File: src/rtl/hex_event_pkg.sv
// Shared types for the hex event reader: event word layout, the beat carried
// through the output buffer, and the reader FSM state encoding.
package hex_event_pkg;

    localparam int EVT_WIDTH = 64;
    localparam int EVT_DEPTH = 256;

    localparam int EVT_Q_LSB        = 48;
    localparam int EVT_R_LSB        = 32;
    localparam int EVT_DEPTH_LSB    = 24;
    localparam int EVT_MATERIAL_LSB = 16;

    typedef struct packed {
        logic [15:0] q;
        logic [15:0] r;
        logic [7:0]  depth;
        logic [7:0]  material;
        logic [15:0] rsvd;
    } hex_event_t;

    typedef struct packed {
        logic [15:0] q;
        logic [15:0] r;
        logic [7:0]  depth;
        logic [7:0]  material;
        logic        last;
    } beat_t;

    localparam int BEAT_W = $bits(beat_t);

    typedef enum logic [1:0] {
        IDLE  = 2'd0,
        READ  = 2'd1,
        DRAIN = 2'd2,
        DONE  = 2'd3
    } state_e;

endpackage

File: src/rtl/hex_evt_skid.sv
// Two-entry valid/ready buffer holding unpacked event beats between the
// memory read port and the downstream consumer; occupancy gates read issue.
module hex_evt_skid
    import hex_event_pkg::*;
(
    input  logic              clk,
    input  logic              rst_n,
    input  logic              flush_i,
    input  logic              push_i,
    input  logic [BEAT_W-1:0] push_data_i,
    output logic              out_valid_o,
    input  logic              out_ready_i,
    output logic [BEAT_W-1:0] out_data_o,
    output logic [1:0]        count_o
);

    logic [BEAT_W-1:0] slot0_q;
    logic [BEAT_W-1:0] slot1_q;
    logic              wr_ptr_q;
    logic              rd_ptr_q;
    logic [1:0]        count_q;
    logic              pop;

    assign out_valid_o = (count_q != 2'd0);
    assign out_data_o  = rd_ptr_q ? slot1_q : slot0_q;
    assign count_o     = count_q;
    assign pop         = out_valid_o & out_ready_i;

    always_ff @(posedge clk or negedge rst_n) begin
        if (!rst_n) begin
            slot0_q  <= '0;
            slot1_q  <= '0;
            wr_ptr_q <= 1'b0;
            rd_ptr_q <= 1'b0;
            count_q  <= 2'd0;
        end else if (flush_i) begin
            wr_ptr_q <= 1'b0;
            rd_ptr_q <= 1'b0;
            count_q  <= 2'd0;
        end else begin
            if (push_i) begin
                if (wr_ptr_q) slot1_q <= push_data_i;
                else          slot0_q <= push_data_i;
                wr_ptr_q <= ~wr_ptr_q;
            end
            if (pop) rd_ptr_q <= ~rd_ptr_q;
            count_q <= count_q + {1'b0, push_i} - {1'b0, pop};
        end
    end

endmodule

File: src/rtl/hex_event_reader.sv
// Walks entries 0..N-1 of the event memory after frame_done and streams them as
// unpacked beats. Define HEX_EVT_FILTER_EN to drop entries deeper than depth_limit.
module hex_event_reader
    import hex_event_pkg::*;
#(
    parameter int WIDTH = EVT_WIDTH,
    parameter int DEPTH = EVT_DEPTH,
    localparam int AW   = $clog2(DEPTH)
) (
    input  logic             clk,
    input  logic             reset,
    input  logic             frame_done,
    input  logic             frame_abort,
    input  logic [31:0]      write_count,
    input  logic [7:0]       depth_limit,
    output logic             rd_en,
    output logic [AW-1:0]    rd_addr,
    input  logic [WIDTH-1:0] rd_data,
    output logic             ev_valid,
    input  logic             ev_ready,
    output logic [15:0]      ev_q,
    output logic [15:0]      ev_r,
    output logic [7:0]       ev_depth,
    output logic [7:0]       ev_material,
    output logic             ev_last,
    output logic             busy,
    output logic             done,
    output logic [31:0]      read_count,
    output logic [31:0]      drop_count,
    output logic [1:0]       dbg_state
);

    state_e            state_q, state_d;
    logic [31:0]       n_q, n_d;
    logic [31:0]       read_count_q, read_count_d;
    logic [31:0]       drop_count_q, drop_count_d;
    logic              inflight_q, inflight_d;
    logic              inflight_last_q, inflight_last_d;
    logic [31:0]       n_clamped;
    logic [1:0]        occ;
    logic [1:0]        pending;
    logic              pop;
    logic              push;
    logic              keep;
    logic              last_issue;
    hex_event_t        rd_word;
    beat_t             push_beat;
    beat_t             out_beat;
    logic [BEAT_W-1:0] out_bits;
    logic              unused_rsvd;

    assign rd_word.q        = rd_data[EVT_Q_LSB +: 16];
    assign rd_word.r        = rd_data[EVT_R_LSB +: 16];
    assign rd_word.depth    = rd_data[EVT_DEPTH_LSB +: 8];
    assign rd_word.material = rd_data[EVT_MATERIAL_LSB +: 8];
    assign rd_word.rsvd     = rd_data[15:0];
    assign unused_rsvd      = ^rd_word.rsvd;

`ifdef HEX_EVT_FILTER_EN
    assign keep = (rd_word.depth <= depth_limit);
`else
    logic unused_limit;
    assign keep         = 1'b1;
    assign unused_limit = ^depth_limit;
`endif

    assign n_clamped  = (write_count > 32'(DEPTH)) ? 32'(DEPTH) : write_count;
    assign pop        = ev_valid & ev_ready;
    // Slots still claimed after this cycle's pop; a beat leaving now frees room for a read now.
    assign pending    = occ + {1'b0, inflight_q} - {1'b0, pop};
    assign last_issue = (read_count_q == n_q - 32'd1);
    assign push       = inflight_q & keep & ~frame_abort;
    assign push_beat  = '{q: rd_word.q, r: rd_word.r, depth: rd_word.depth,
                          material: rd_word.material, last: inflight_last_q};

    always_comb begin
        state_d         = state_q;
        n_d             = n_q;
        read_count_d    = read_count_q;
        drop_count_d    = drop_count_q;
        inflight_d      = 1'b0;
        inflight_last_d = inflight_last_q;
        rd_en           = 1'b0;
        case (state_q)
            IDLE: begin
                if (frame_done) begin
                    n_d          = n_clamped;
                    read_count_d = 32'd0;
                    drop_count_d = 32'd0;
                    state_d      = (n_clamped == 32'd0) ? DONE : READ;
                end
            end
            READ: begin
                if (pending < 2'd2) begin
                    rd_en           = 1'b1;
                    inflight_d      = 1'b1;
                    inflight_last_d = last_issue;
                    read_count_d    = read_count_q + 32'd1;
                    if (last_issue) state_d = DRAIN;
                end
            end
            DRAIN: begin
                // Leave as the final beat is accepted so done lands right after it.
                if (!inflight_q && (occ == 2'd0 || (occ == 2'd1 && pop))) state_d = DONE;
            end
            DONE:    state_d = IDLE;
            default: state_d = IDLE;
        endcase
`ifdef HEX_EVT_FILTER_EN
        if (inflight_q && !keep) drop_count_d = drop_count_d + 32'd1;
`endif
        if (frame_abort) begin
            state_d      = IDLE;
            rd_en        = 1'b0;
            inflight_d   = 1'b0;
            n_d          = n_q;
            read_count_d = read_count_q;
            drop_count_d = drop_count_q;
        end
    end

    always_ff @(posedge clk or negedge reset) begin
        if (!reset) begin
            state_q         <= IDLE;
            n_q             <= 32'd0;
            read_count_q    <= 32'd0;
            drop_count_q    <= 32'd0;
            inflight_q      <= 1'b0;
            inflight_last_q <= 1'b0;
        end else begin
            state_q         <= state_d;
            n_q             <= n_d;
            read_count_q    <= read_count_d;
            drop_count_q    <= drop_count_d;
            inflight_q      <= inflight_d;
            inflight_last_q <= inflight_last_d;
        end
    end

    hex_evt_skid u_skid (
        .clk         (clk),
        .rst_n       (reset),
        .flush_i     (frame_abort),
        .push_i      (push),
        .push_data_i (push_beat),
        .out_valid_o (ev_valid),
        .out_ready_i (ev_ready),
        .out_data_o  (out_bits),
        .count_o     (occ)
    );

    assign out_beat    = beat_t'(out_bits);
    assign ev_q        = out_beat.q;
    assign ev_r        = out_beat.r;
    assign ev_depth    = out_beat.depth;
    assign ev_material = out_beat.material;
    assign ev_last     = out_beat.last;
    assign rd_addr     = rd_en ? read_count_q[AW-1:0] : '0;
    assign busy        = (state_q != IDLE);
    assign done        = (state_q == DONE);
    assign read_count  = read_count_q;
    assign drop_count  = drop_count_q;
    assign dbg_state   = state_q;

endmodule

File: config.mk
export PLATFORM = sky130hd
export DESIGN_NAME = hex_event_reader
export DESIGN_NICKNAME = d
export VERILOG_FILES = /design/src/rtl/hex_event_pkg.sv /design/src/rtl/hex_evt_skid.sv /design/src/rtl/hex_event_reader.sv
export SDC_FILE = /design/constraint.sdc
export NUM_CORES = 1
export LEC_CHECK = 0
export CORE_ASPECT_RATIO = 0.8
export CORE_MARGIN = 2
export CORE_UTILIZATION = 30
export CTS_CLUSTER_SIZE = 12
export DETAILED_ROUTE_END_ITERATION = 10
export HOLD_SLACK_MARGIN = 0.03
export SLEW_MARGIN = 10
export SYNTH_ARGS = -nofsm -noshare
export SYNTH_HDL_FRONTEND = slang
export SYNTH_HIERARCHICAL = 1
export SYNTH_SLANG_ARGS = --single-unit
File: constraint.sdc
create_clock -name clk -period 5.3 [get_ports clk]
set_input_delay 0.53 -clock clk [delete_from_list [all_inputs] [get_ports clk]]
set_output_delay 0.53 -clock clk [all_outputs]
set_load 0.1 [all_outputs]
==> out/results.txt <==
With fillers left out, the area of the finished cells amounts to 11700 sq um. The count of pins over their slew limit was 0; the area share of the leading cell type in the synthesized netlist was 46.7%. The pre-antenna-repair detailed-routing pass consisted of 5 iterations.

Wires add up to 22.8 mm. Maximum number of pins on one net before global-route repair: 98. After layout, the worst path uses 70.9% of the clock period. The run gives 1 as the number of antenna violations at the first check in global routing.

Net switching is 50.0% of the power. The total overflow left after global routing is 0. For this block, the initial DRC count from the detailed router was 273.

Among cell families on the critical path, the largest total delay comes from simple AND/OR/NAND/NOR gates. The largest single stage delay on the critical path is 0.61 ns. Cells with a size suffix above 1 make up 22.1% of the layout. The logs give 170 for the number of clock sinks seen by CTS and 1390 for the post-layout instance count excluding filler cells. By instance count, the leading cell after synthesis is dfrtp_1.

Setup slack closes at 1.54 ns. For the global-route usage over all layers, the log shows 14.6%. The fraction of registers with async set/reset is 100%. The critical path in this run is classified as reg2reg. After layout, the design draws a total of 6.51 mW. The run gives 19.3% as the clock network fraction of total power. The headroom to the max-slew limit was 29.6%; the flop and latch count out of synthesis was 170. The deepest level of the CTS H-tree is 4, and the number of placement rows is 57.

The run gives 2979 as the number of fillers in the final layout. Once placement finished, the instance area stood at 11100 sq um. The leakage dissipation was 5.14 nW. The count of nets after finishing is 1081, and the setup slack at placement is 1.42 ns.

The tools report the initial standard-cell utilization of the core as 30.3%. Measured along the x axis, the die boundary spans 199 um. Setup repair after global routing left no endpoint under its margin. For the total placed cells including tap cells, the log shows 1357.

The worst path in the final design needs a cycle of 3.76 ns, including I/O delays and setup. For this design the top-level I/O count stands at 236. Post-CTS timing repair inserted 0 buffers for setup.

The logs give 0 for the hold buffer count at cts and 6467 for the via count of the first global-routing pass. Yosys attributes the largest share of cell area to dfrtp_1 47%, mux2_2 18%, xnor2_1 3.4%. The clock transition time at the flip-flop clock pins of the worst setup and hold paths is 0.07 ns, and the maximum clock path buffer count is 2.

In this run, flip-flops and latches consume 26.8% of the power. The analysis attributes to net switching a power of 3.26 mW. TritonCTS built the clock tree.

Setup violations remaining at the end of the flow were counted as 0. Power spread over the standard cell area amounts to 555 nW/um^2. Port buffering added 179 buffers. The area inside the core boundary was 30100 sq um; the height of the chip was 160 um. The run finished with clean final reports. The data arrival time of the critical path is 4.07 ns. Detailed placement finished with a half-perimeter wire length of 16.1 mm. The logs give 0.492 mV for the largest voltage drop on the vdd net and 0 for the number of antenna-violating nets in the routed design. Detailed routing inserted a total of 6511 vias. After technology mapping, the gate count stands at 797. The slew at the pin closest to its max-slew limit was 1.05 ns; the final hold violation count was 0. Gates resized during post-CTS repair numbered 0. Final hold analysis gives a worst-case slack of 0.111 ns. From synthesis to final layout, the design area changed by 28.8%. At the end of routability-driven placement, the weighted congestion stood at 0.800.

The share of total power dissipated in combinational logic is 53.9%. Floorplan die area: 31800 sq um. Walking the worst path, the cells encountered are inv_1 -> ha_1 -> nor4b_1 -> nand4_1 -> or4_1 -> or3b_1 -> a31oi_1 -> o2111ai_1 -> nor4_2 -> nor3_1 -> a311oi_1. For the post-route DRC violation count, the log shows 0. After synthesis, the most frequently instantiated cells are 170 x dfrtp_1, 142 x mux2_2, 61 x nor2_1.

The logs give 3.25 mW for the cell-internal power and 0.43 ns for the clock latency at the later pin of the worst-skew pair. Cell chosen for the clock root: clkbuf_16. In the routed layout, each cell is associated on average with a via count of 4.68. The biggest fanout along the worst timing path came out at 7.

Adding up every negative setup slack in the final design gives 0 ns. After synthesis, the mean cell area works out to 11.4 sq um. Across the run, the number of max-cap violations was 0. Counting distinct cell types in the post-synthesis netlist gives 71.

The final core area utilization was 39.0%; the first-pass GRT wire length was 36.2 mm. In this run the cell area of the synthesized design comes to 9110 sq um. The critical path endpoint category is a register.

The worst hold path belongs to the class in2async. The number of clock buffers inserted by TritonCTS is 17. For this design, the slowest cell found on the critical path is or4_1. The synthesized design contains 0 enable-type register cells.

After detailed routing, the average wire length per cell comes to 16.4 um. The type of element launching the critical path was a register. The logs give 0.0181 ns for the maximum clock skew at final layout and 0.266 GHz for the timing-limited maximum frequency. The biggest area consumer among synthesized cells was dfrtp_1. Top flip-flop cell by instance count after synthesis: dfrtp_1. Of the synthesized area, sequential elements account for 46.7%. The critical path buffer and inverter count was 1; the critical path required time was 5.61 ns. The count of warnings emitted by yosys came out at 6.
[cells in the final DEF, fill, tap and decap left out, types with 3 or more instances in the layout]
| cell type | n |
|---|---|
| a21oi_1 | 8 |
| a22o_1 | 8 |
| and2_1 | 29 |
| and3_1 | 5 |
| and4_1 | 4 |
| buf_4 | 16 |
| clkbuf_16 | 17 |
| clkbuf_8 | 4 |
| clkdlybuf4s50_1 | 169 |
| clkinv_4 | 4 |
| conb_1 | 32 |
| dfrtp_1 | 169 |
| ha_1 | 9 |
| inv_1 | 17 |
| inv_6 | 3 |
| mux2_1 | 10 |
| mux2_2 | 142 |
| mux2i_1 | 3 |
| nand2_1 | 30 |
| nand3_1 | 15 |
| nand3b_1 | 3 |
| nand4_1 | 12 |
| nand4b_1 | 5 |
| nor2_1 | 60 |
| nor2b_1 | 9 |
| nor3_1 | 18 |
| nor3b_1 | 3 |
| nor4_1 | 16 |
| nor4_2 | 3 |
| nor4b_1 | 5 |
| o21ai_0 | 12 |
| o31ai_1 | 7 |
| or2_2 | 4 |
| or3_1 | 7 |
| or4_1 | 3 |
| or4_4 | 4 |
| xnor2_1 | 35 |
| xor2_1 | 24 |
[area by class of cell]
type                       count  area (sq um)  share of cell area [%]
multi-input combinational    570          4460                    38.0
sequential                   170          4260                    36.3
timing repair buffer         187          1840                    15.7
tap                          413           517                    4.40
clock buffer                  21           480                    4.10
clock inverter                11           111                   0.949
inverter                      17          63.8                   0.544
antenna                        1          2.50                  0.0213
[path summary, 6_finish.rpt]
| kind | startpoint | end | slack [ns] | cells past startpoint |
|---|---|---|---|---|
| max | n_q[0]$_DFFE_PN0P_ | dbg_state[1]$_DFFE_PN0P_ | 1.54 | 11 |
| min | reset | read_count[25]$_DFFE_PN0P_ | 0.11 | 1 |
| max reg2reg | n_q[0]$_DFFE_PN0P_ | dbg_state[1]$_DFFE_PN0P_ | 1.54 | 11 |
| min reg2reg | u_skid/slot0_q[23]$_DFFE_PN0P_ | u_skid/slot0_q[23]$_DFFE_PN0P_ | 0.49 | 1 |
| max in group asynchronous | reset | u_skid/slot0_q[1]$_DFFE_PN0P_ | 4.20 | 2 |
| min in group clk | u_skid/slot0_q[23]$_DFFE_PN0P_ | u_skid/slot0_q[23]$_DFFE_PN0P_ | 0.49 | 1 |
[power by group through the flow]
stage          combinational (mW)  clock, mW  sequential, mW
3_5_place_dp                 3.52          0            1.77
3_3_place_gp                 3.51          0            1.76
5_1_grt                      3.65       1.36            1.79
6_report                     3.51       1.25            1.75
2_1_floorplan                2.74          0            1.78
4_1_cts                      3.53       1.31            1.75
[cells by family (layout without fill, tap and decap cells)]
family,after synthesis,in the layout,share of synthesized area (%)
adders and majority gates,9,9,1.24
AOI/OAI and AO/OA,64,64,5.43
DFF,170,170,46.7
buffers and inverters,88,236,5.73
xor gates and xnor gates,60,60,5.92
muxes,155,155,19.1
and+or+nand+nor,250,250,15.8
other,1,33,0.0412
[flip-flops by register name, indices dropped and copies added, names as in the netlist]
signal	count
inflight_last_q	1
u_skid/slot1_q	49
u_skid/count_o	2
read_count	32
dbg_state	2
u_skid/slot0_q	49
inflight_q	1
u_skid/rd_ptr_q	1
u_skid/wr_ptr_q	1
n_q	32
[worst reg2reg max path: cells and delay by family (launching register included)]
| family | cells | cell delay (ns) |
|---|---|---|
| simple gates | 6 | 2.28 |
| buf+inv | 1 | 0.08 |
| compound gates | 3 | 0.69 |
| flops | 1 | 0.43 |
| fa+ha+maj | 1 | 0.19 |
[layer usage]
metal | GRT usage [%] | share of wire, % | up-vias
li1 | - | - | 3110
met1 | 20.9 | 48 | 3207
met2 | 21.5 | 45 | 176
met3 | 3.93 | 5.9 | 18
met4 | 4.31 | 1.6 | 0
met5 | 0 | 0 | -
Note: power is estimated with default switching activity, not from simulation.
